==> config.mk <==
export PLATFORM = sky130hd
export DESIGN_NAME = run_control
export DESIGN_NICKNAME = d
export VERILOG_FILES = /design/src/rtl/run_control_pkg.sv /design/src/rtl/run_control_button_debounce.sv /design/src/rtl/run_control.sv
export SDC_FILE = /design/constraint.sdc
export NUM_CORES = 1
export LEC_CHECK = 0
export CAP_MARGIN = 40
export CORE_MARGIN = 1.5
export CORE_UTILIZATION = 60
export CTS_CLUSTER_SIZE = 14
export DETAILED_ROUTE_END_ITERATION = 10
export GPL_TIMING_DRIVEN = 0
export PLACE_DENSITY = 0.85
export SLEW_MARGIN = 20
export SYNTH_ARGS = -nofsm -noshare
export SYNTH_HDL_FRONTEND = slang
export SYNTH_HIERARCHICAL = 1
export SYNTH_SLANG_ARGS = --single-unit
==> constraint.sdc <==
create_clock -name clk -period 4.84 [get_ports clk]
set_input_delay 0.968 -clock clk [delete_from_list [all_inputs] [get_ports clk]]
set_output_delay 0.968 -clock clk [all_outputs]
set_load 0.1 [all_outputs]
==> src/rtl/run_control_pkg.sv <==
// rtl/run_control_pkg.sv - shared state and mode encodings for run_control
package run_control_pkg;

   typedef enum logic [1:0] {
      ST_IDLE   = 2'd0,
      ST_RUN    = 2'd1,
      ST_BURST  = 2'd2,
      ST_HALTED = 2'd3
   } state_t;

   // Modes 2 and 3 are reserved and fall through to free-running.
   localparam logic [1:0] MODE_FREE  = 2'd0;
   localparam logic [1:0] MODE_BURST = 2'd1;

endpackage

==> src/rtl/run_control_button_debounce.sv <==
// rtl/run_control_button_debounce.sv - button synchroniser, debouncer and press detector
//   clk     system clock
//   reset   synchronous active-high reset
//   i_raw   raw asynchronous button level
//   o_press one-cycle pulse on each accepted 0->1 transition
module button_debounce #(
   parameter int DEBOUNCE_CYCLES = 65536
) (
   input  logic clk,
   input  logic reset,
   input  logic i_raw,
   output logic o_press
);

   localparam int CW = $clog2(DEBOUNCE_CYCLES + 1);

   logic [1:0]    r_sync;
   logic          r_level;
   logic          r_press;
   logic [CW-1:0] r_cnt;

   logic w_diff;
   logic w_done;

   // r_cnt counts consecutive synchronised samples that disagree with the
   // accepted level; the level flips on the DEBOUNCE_CYCLES-th such sample.
   assign w_diff = r_sync[1] ^ r_level;
   assign w_done = (r_cnt == CW'(DEBOUNCE_CYCLES - 1));

   always_ff @(posedge clk) begin
      if (reset) begin
         r_sync  <= 2'b00;
         r_level <= 1'b0;
         r_press <= 1'b0;
         r_cnt   <= '0;
      end else begin
         r_sync  <= {r_sync[0], i_raw};
         r_press <= 1'b0;
         if (!w_diff) begin
            r_cnt <= '0;
         end else if (w_done) begin
            r_cnt   <= '0;
            r_level <= r_sync[1];
            r_press <= r_sync[1];
         end else begin
            r_cnt <= r_cnt + CW'(1);
         end
      end
   end

   assign o_press = r_press;

endmodule

==> src/rtl/run_control.sv <==
// rtl/run_control.sv - run/pause/step/burst CPU clock-enable controller
//   clk, reset   system clock, synchronous active-high reset
//   start, step  raw run/pause and single-step buttons
//   mode         0 free-run, 1 burst, 2/3 free-run
//   div_ratio    enable period minus one
//   burst_len    enables issued per burst
//   halt_req     level halt request
//   cpu_en       registered one-clk CPU enable pulse
//   running      high in RUN or BURST
//   halted       high in HALTED
//   cycle_count  total cpu_en pulses issued (wrapping)
module run_control
   import run_control_pkg::*;
#(
   parameter int DEBOUNCE_CYCLES = 65536,
   parameter int DIV_W           = 24,
   parameter int BURST_W         = 16,
   parameter int CNT_W           = 32
) (
   input  logic               clk,
   input  logic               reset,
   input  logic               start,
   input  logic               step,
   input  logic [1:0]         mode,
   input  logic [DIV_W-1:0]   div_ratio,
   input  logic [BURST_W-1:0] burst_len,
   input  logic               halt_req,
   output logic               cpu_en,
   output logic               running,
   output logic               halted,
   output logic [CNT_W-1:0]   cycle_count
);

   state_t             r_state;
   logic [DIV_W-1:0]   r_div;
   logic [BURST_W-1:0] r_remaining;
   logic               r_cpu_en;
   logic               r_running;
   logic               r_halted;
   logic [CNT_W-1:0]   r_cycle_count;

   logic w_start_press;
   logic w_step_press;
   logic w_active;
   logic w_tick;

   button_debounce #(.DEBOUNCE_CYCLES(DEBOUNCE_CYCLES)) u_start_btn (
      .clk     (clk),
      .reset   (reset),
      .i_raw   (start),
      .o_press (w_start_press)
   );

   button_debounce #(.DEBOUNCE_CYCLES(DEBOUNCE_CYCLES)) u_step_btn (
      .clk     (clk),
      .reset   (reset),
      .i_raw   (step),
      .o_press (w_step_press)
   );

   assign w_active = (r_state == ST_RUN) || (r_state == ST_BURST);
   assign w_tick   = w_active && (r_div == div_ratio);

   // Held at zero outside RUN/BURST so each entry starts a fresh period. A
   // live decrease of div_ratio below r_div simply wraps through the full range.
   always_ff @(posedge clk) begin
      if (reset || !w_active) begin
         r_div <= '0;
      end else if (w_tick) begin
         r_div <= '0;
      end else begin
         r_div <= r_div + DIV_W'(1);
      end
   end

   always_ff @(posedge clk) begin
      if (reset) begin
         r_cycle_count <= '0;
      end else if (r_cpu_en) begin
         r_cycle_count <= r_cycle_count + CNT_W'(1);
      end
   end

   always_ff @(posedge clk) begin
      if (reset) begin
         r_state     <= ST_IDLE;
         r_remaining <= '0;
         r_cpu_en    <= 1'b0;
         r_running   <= 1'b0;
         r_halted    <= 1'b0;
      end else begin
         r_cpu_en <= 1'b0;
         // Halt wins over start, step and tick from every state but HALTED.
         if (halt_req && (r_state != ST_HALTED)) begin
            r_state   <= ST_HALTED;
            r_running <= 1'b0;
            r_halted  <= 1'b1;
         end else begin
            case (r_state)
               ST_IDLE: begin
                  if (w_start_press) begin
                     if (mode == MODE_BURST) begin
                        if (burst_len != '0) begin
                           r_state     <= ST_BURST;
                           r_remaining <= burst_len;
                           r_running   <= 1'b1;
                        end
                     end else begin
                        r_state   <= ST_RUN;
                        r_running <= 1'b1;
                     end
                  end else if (w_step_press) begin
                     r_cpu_en <= 1'b1;
                  end
               end
               ST_RUN: begin
                  if (w_start_press) begin
                     r_state   <= ST_IDLE;
                     r_running <= 1'b0;
                  end else if (w_tick) begin
                     r_cpu_en <= 1'b1;
                  end
               end
               ST_BURST: begin
                  if (w_start_press) begin
                     r_state   <= ST_IDLE;
                     r_running <= 1'b0;
                  end else if (w_tick) begin
                     r_cpu_en    <= 1'b1;
                     r_remaining <= r_remaining - BURST_W'(1);
                     if (r_remaining == BURST_W'(1)) begin
                        r_state   <= ST_IDLE;
                        r_running <= 1'b0;
                     end
                  end
               end
               ST_HALTED: begin
                  if (w_start_press && !halt_req) begin
                     r_state  <= ST_IDLE;
                     r_halted <= 1'b0;
                  end
               end
               default: begin
                  r_state   <= ST_IDLE;
                  r_running <= 1'b0;
                  r_halted  <= 1'b0;
               end
            endcase
         end
      end
   end

   assign cpu_en      = r_cpu_en;
   assign running     = r_running;
   assign halted      = r_halted;
   assign cycle_count = r_cycle_count;

endmodule

Word-level counts from Yosys, hierarchy flattened
Cells that the tools add are included.
{"block": "totals", "ff_bits": 119, "latch_bits": 0, "ram_bits": 0, "romBits": 0, "in_bits": 47, "output_inout_bits": 35, "word_cells": 109, "n_memories": 0}
{"block": "classes", "addsub": 5, "multipliers": 0, "div_mod_pow": 0, "n_lt_le_gt_ge": 0, "eq_ne": 24, "shift": 0, "mux": 32, "n_bitwise": 7, "n_reduce_logical": 26}
{"cell": "$mux 16", "n": 5}
{"cell": "$add 17x1->17 const B", "n": 2}
{"cell": "$eq 17x16->1 const B", "n": 2}
{"cell": "$add 32x1->32 const B", "n": 1}
{"cell": "$pmux 16 s2", "n": 1}
{"cell": "$add 24x1->24 const B", "n": 1}
{"cell": "$eq 24x24->1", "n": 1}
{"cell": "$mux 2", "n": 9}
{"cell": "$eq 16x1->1 const B", "n": 1}
{"cell": "$reduce_bool 16->1", "n": 1}
{"cell": "$sub 16x1->16 const B", "n": 1}
{"cell": "$mux 1", "n": 14}
{"cell": "$reduce_and 6->1", "n": 2}
{"cell": "$reduce_or 3->1", "n": 4}
{"cell": "$ne 2x2->1 const B", "n": 5}
{"cell": "$pmux 2 s4", "n": 1}
{"cell": "$reduce_and 7->1", "n": 1}
{"cell": "$ne 3x1->1 const B", "n": 2}
{"cell": "$ne 3x2->1 const B", "n": 2}
{"cell": "$ne 3x3->1 const B", "n": 2}
{"cell": "$reduce_and 2->1", "n": 3}
{"cell": "$reduce_bool 2->1", "n": 3}
{"cell": "$reduce_or 2->1", "n": 3}
{"cell": "$not 1->1", "n": 5}
{"cell": "other kinds (14)", "n": 22}

Logic depth before layout (Yosys ltp)
{"block": "depth", "ltp_word": 7, "depth_mapped": 10}

Hierarchy
Netlist, hierarchy kept.
{"module": "run_control", "n_inst": 1, "cells_each": 519, "area_per_inst_um2": 4212.8}
{"module": "button_debounce", "n_inst": 2, "cells_each": 96, "area_per_inst_um2": 918.4}

Worst setup path before layout
No wires, ideal clock.
{"block": "synth_timing", "kind": "register -> register", "startpoint": "register r_cycle_count[0] (netlist: cycle_count[0])", "endpoint": "register r_cycle_count[28] (netlist: cycle_count[28])", "setup_time_ns": 0.067, "arrival_time_ns": 2.843, "required_ns": 4.773, "slack_ns": 1.930, "stages_incl_launch_ff": 8, "cell_sequence": "dfxtp_1 > ha_1 > nand4_1 > or2_1 > nor4_1 > nand4_1 > xor2_1 > nor2_1"}
{"block": "synth_between", "elab_chain_cells": 1}
{"item": "start: declaration", "line": "run_control.sv:40", "source": "logic [CNT_W-1:0] r_cycle_count;"}
{"item": "start signal: assignment", "line": "run_control.sv:80", "source": "r_cycle_count <= r_cycle_count + CNT_W'(1);"}
{"item": "$add 32x1->32", "line": "run_control.sv:80"}
Every way passes these cells.
A chain may end at the register's enable or synchronous reset.

Worst setup path in the final report
{"block": "layout_timing", "startpoint": "input port div_ratio[8]", "endpoint": "register r_remaining[15]"}
{"block": "layout_between", "elab_chain_cells": 4}
{"item": "start: declaration", "line": "run_control.sv:25", "source": "input logic [DIV_W-1:0] div_ratio,"}
{"item": "$eq 24x24->1", "line": "run_control.sv:62", "source": "assign w_tick = w_active && (r_div == div_ratio);"}
{"item": "$logic_and 1x1->1", "line": "run_control.sv:62"}
{"item": "$ne 2x2->1 (no source line)"}
{"item": "$reduce_and 7->1 (no source line)"}
{"item": "end signal: assignment", "line": "run_control.sv:105", "source": "r_remaining <= burst_len;"}
{"item": "end signal: assignment", "line": "run_control.sv:130", "source": "r_remaining <= r_remaining - BURST_W'(1);"}
{"item": "end: declaration", "line": "run_control.sv:36", "source": "logic [BURST_W-1:0] r_remaining;"}
Every way passes these cells.

==> flow_summary_export.csv <==
group,metric,value,unit
timing,skew,0.00681,ns
clocking,cts_tree,"yes",
synth,syn_area_per_cell,8.51,um^2
cells_and_area,utilization,83.1,%
cells_and_area,nets,907,
synth,yosysTopAreaCell,"dfxtp_1",
placed_design,portBuffers,81,
synth,ys_types,63,
outcome,outcome,"finished, final reports clean",
synth,synthSimpleGateAreaFrac,30.1,%
run,cap_viol_max_count,0,
power_and_ir_drop,power_density,354,mW/mm^2
global_routing,grt_pass1_wl,28400,um
critical_path,cp_slowest_cell,"nor4_2",
critical_path,worstPathRequired,5.23,ns
clocking,numCtsBuffers,17,
min_path,hp-class,"flip-flop to flip-flop",
power_and_ir_drop,p_comb_share,21.6,%
synth,ys_seq_elements,119,
timing,finalWorstSetupSlack,1.73,ns
global_routing,grt_usage,35.0,%
synth,yosysMostFrequentCell,"dfxtp_1",
power_and_ir_drop,netSwitchingFraction,30.9,%
critical_path,worstSetupEndpointType,"flip-flop",
placed_design,dp_hpwl,12000,um
critical_path,cp-start-kind,"primary input",
critical_path,crit_arrival,3.50,ns
timing,rsz0062_at_grt,"false",
clocking,cts_sinks,119,
synth,synth_compound_area_share,11.4,%
synth,synth_top_family_by_area,"simple AND/OR/NAND/NOR gates",
timing,setup_viol,0,
detailed_routing,drt-pass1-iter-count,8,
global_routing,overflow,0,
floorplan,ios,82,
synth,yosysTopAreaCellShare,39.4,%
clocking,clkLatencyLatePin,0.54,ns
critical_path,path_class,"primary input to flip-flop",
timing,fin_tns_setup,0,ns
detailed_routing,drt_first_iter_violations,532,
power_and_ir_drop,p_int,1.99,mW
global_routing,met2_usage,59.4,%
synth,muxShareOfSynthArea,1.99,%
cells_and_area,num-fill-cells,559,
synth,synth-main-ff-cell,"dfxtp_1",
global_routing,met1_usage,39.3,%
cells_and_area,n_antenna_cell,0,
critical_path,reg2reg_slack,2.09,ns
timing,hold_viol,0,
synth,ys_async_sr_fraction,0,%
timing,min_period,3.11,ns
clocking,root_buffer,"clkbuf_8",
clocking,postCtsSetupBuffers,0,
floorplan,placementRows,36,
timing,slew-limit-headroom,46.4,%
synth,synth-seq-area-share,39.4,%
timing,finalCritPeriodShare,64.2,%
placed_design,gp_congestion,0.889,
cells_and_area,syn_to_final_growth,34.2,%
detailed_routing,antenna_left,0,
synth,synth_fp_nets,771,
timing,slew_viol_final,0,
synth,yosys.area_share.adder,2.69,%
clocking,h-tree-depth,4,
timing,fmax,322,MHz
global_routing,busiest_layer,"met2",
floorplan,dieWidth,103,um
placed_design,dpl.cell_count,961,
detailed_routing,finalWirelength,17700,um
critical_path,crit_path_max_incr_delay,0.55,ns
synth,synth_commonest_cells,"dfxtp_1, nor2_1, nand2_1",
clocking,ctsResizeCount,0,
global_routing,gr-usage-met3,13.4,%
clocking,path_clk_slew,0.06,ns
global_routing,first_global_vias,5906,
timing,tightest_slew,0.797,ns
power_and_ir_drop,p_seq_share,36.8,%
power_and_ir_drop,p_clk_share,41.6,%
synth,netlist_area,0.00605,mm^2
floorplan,core,0.00977,mm^2
detailed_routing,drc,0,
global_routing,antenna_found_initial,2,
synth,synthXorXnorAreaFrac,11.7,%
floorplan,fp.dieH,103,um
critical_path,worstPathCellList,"clkdlybuf4s50_1 > xnor2_1 > nand4_1 > nor4_2 > a31o_2 > clkbuf_1 > mux2i_1 > a21oi_1",
clocking,cts_hold_buf,0,
power_and_ir_drop,total_power,2.87,mW
power_and_ir_drop,p_leak,2.80,nW
floorplan,initial_core_util,61.9,%
power_and_ir_drop,p_sw,886,uW
power_and_ir_drop,peakVddDrop,0.295,mV
critical_path,path_max_fanout,10,
synth,yosys_warnings,6,
global_routing,grt_max_degree,17,
floorplan,dieArea,0.0107,mm^2
cells_and_area,fin_cells,993,
detailed_routing,num_vias,6145,
cells_and_area,drive_gt1_share,11.3,%
placed_design,place_ws,1.32,ns
detailed_routing,via_per_inst,6.19,
synth,synth_edf_count,0,
clocking,clockBufferDepth,2,
synth,synth.area.top_cells,"dfxtp_1, xnor2_1, nor2_1",
detailed_routing,drt-wirelength-per-cell,17.8,um
synth,synth_cells,711,
worst paths after layout:
| check | start | end | cells past startpoint |
|---|---|---|---|
| worst max-delay path | div_ratio[8] | r_remaining[15] | 8 |
| worst min-delay path | u_start_btn/r_sync[0] | u_start_btn/r_sync[1] | 1 |
| worst max register to register | r_state[0] | r_remaining[5] | 9 |
| worst min register to register | u_start_btn/r_sync[0] | u_start_btn/r_sync[1] | 1 |
layout by cell type, fill, tap and decap left out, types with 9 or more instances in the layout:
cell             count
dfxtp_1            119
nor2_1              93
clkdlybuf4s50_1     81
nand2_1             50
nand3_1             44
a21oi_1             44
xnor2_1             42
xor2_1              35
buf_8               35
nand4_1             24
nor4_1              21
inv_1               18
clkbuf_1            17
clkbuf_16           16
or4_1               15
o21ai_0             14
ha_1                13
nor3_1              12
nand3b_1            12
and3_1              12
o31ai_1             12
mux2i_1             12
and4_1               9
sequential cells by signal, indices dropped and copies added (netlist names), 2 cells and up:
register and count:
cycle_count 32, r_div 24, u_start_btn/r_cnt 17, u_step_btn/r_cnt 17
r_remaining 16, r_state 2, u_start_btn/r_sync 2, u_step_btn/r_sync 2
through the flow:
stage / hold WS (ns) / instance area (um^2)
global placement: 0.419 / 7030
detailed placement: 0.422 / 7560
finish: 0.430 / 8120
CTS: 0.433 / 8120
floorplan: 0.414 / 6050
global route: 0.453 / 8120
layer usage:
metal	routed length (um)	part of all wire, %
met5	0	0
met2	8790	50
met4	647	3.7
met1	6720	38
met3	1500	8.5
final cells by class:
| cell class | count | area [um^2] | share of cell area, % |
|---|---|---|---|
| Multi-Input combinational cell | 549 | 3500 | 43.1 |
| Clock buffer | 18 | 428 | 5.27 |
| Buffer | 24 | 96.3 | 1.19 |
| Clock inverter | 14 | 134 | 1.65 |
| Inverter | 19 | 71.3 | 0.878 |
| Sequential cell | 119 | 2380 | 29.3 |
| Timing Repair Buffer | 117 | 1340 | 16.5 |
| Tap cell | 133 | 166 | 2.05 |
kinds of logic after synthesis:
group / after synthesis
AOI/OAI and AO/OA: 108
xor gates and xnor gates: 79
adders and majority gates: 13
buffers and inverters: 43
DFF: 119
muxes: 12
and+or+nand+nor: 337
worst max-delay path: cells and delay by family:
kind                      cells  cell delay (ns)
AOI/OAI and AO/OA             2             0.40
xor gates and xnor gates      1             0.23
buffers and inverters         2             0.94
muxes                         1             0.27
and+or+nand+nor               2             0.69
power groups by stage:
| stage | clock network (mW) | registers [mW] | logic (mW) |
|---|---|---|---|
| 2_1_floorplan | 0 | 1.07 | 0.422 |
| 3_3_place_gp | 0 | 1.07 | 0.569 |
| 3_5_place_dp | 0 | 1.08 | 0.587 |
| 4_1_cts | 1.20 | 1.06 | 0.600 |
| 5_1_grt | 1.25 | 1.06 | 0.674 |
| 6_report | 1.19 | 1.06 | 0.621 |
(Power assumes the default switching activity.)
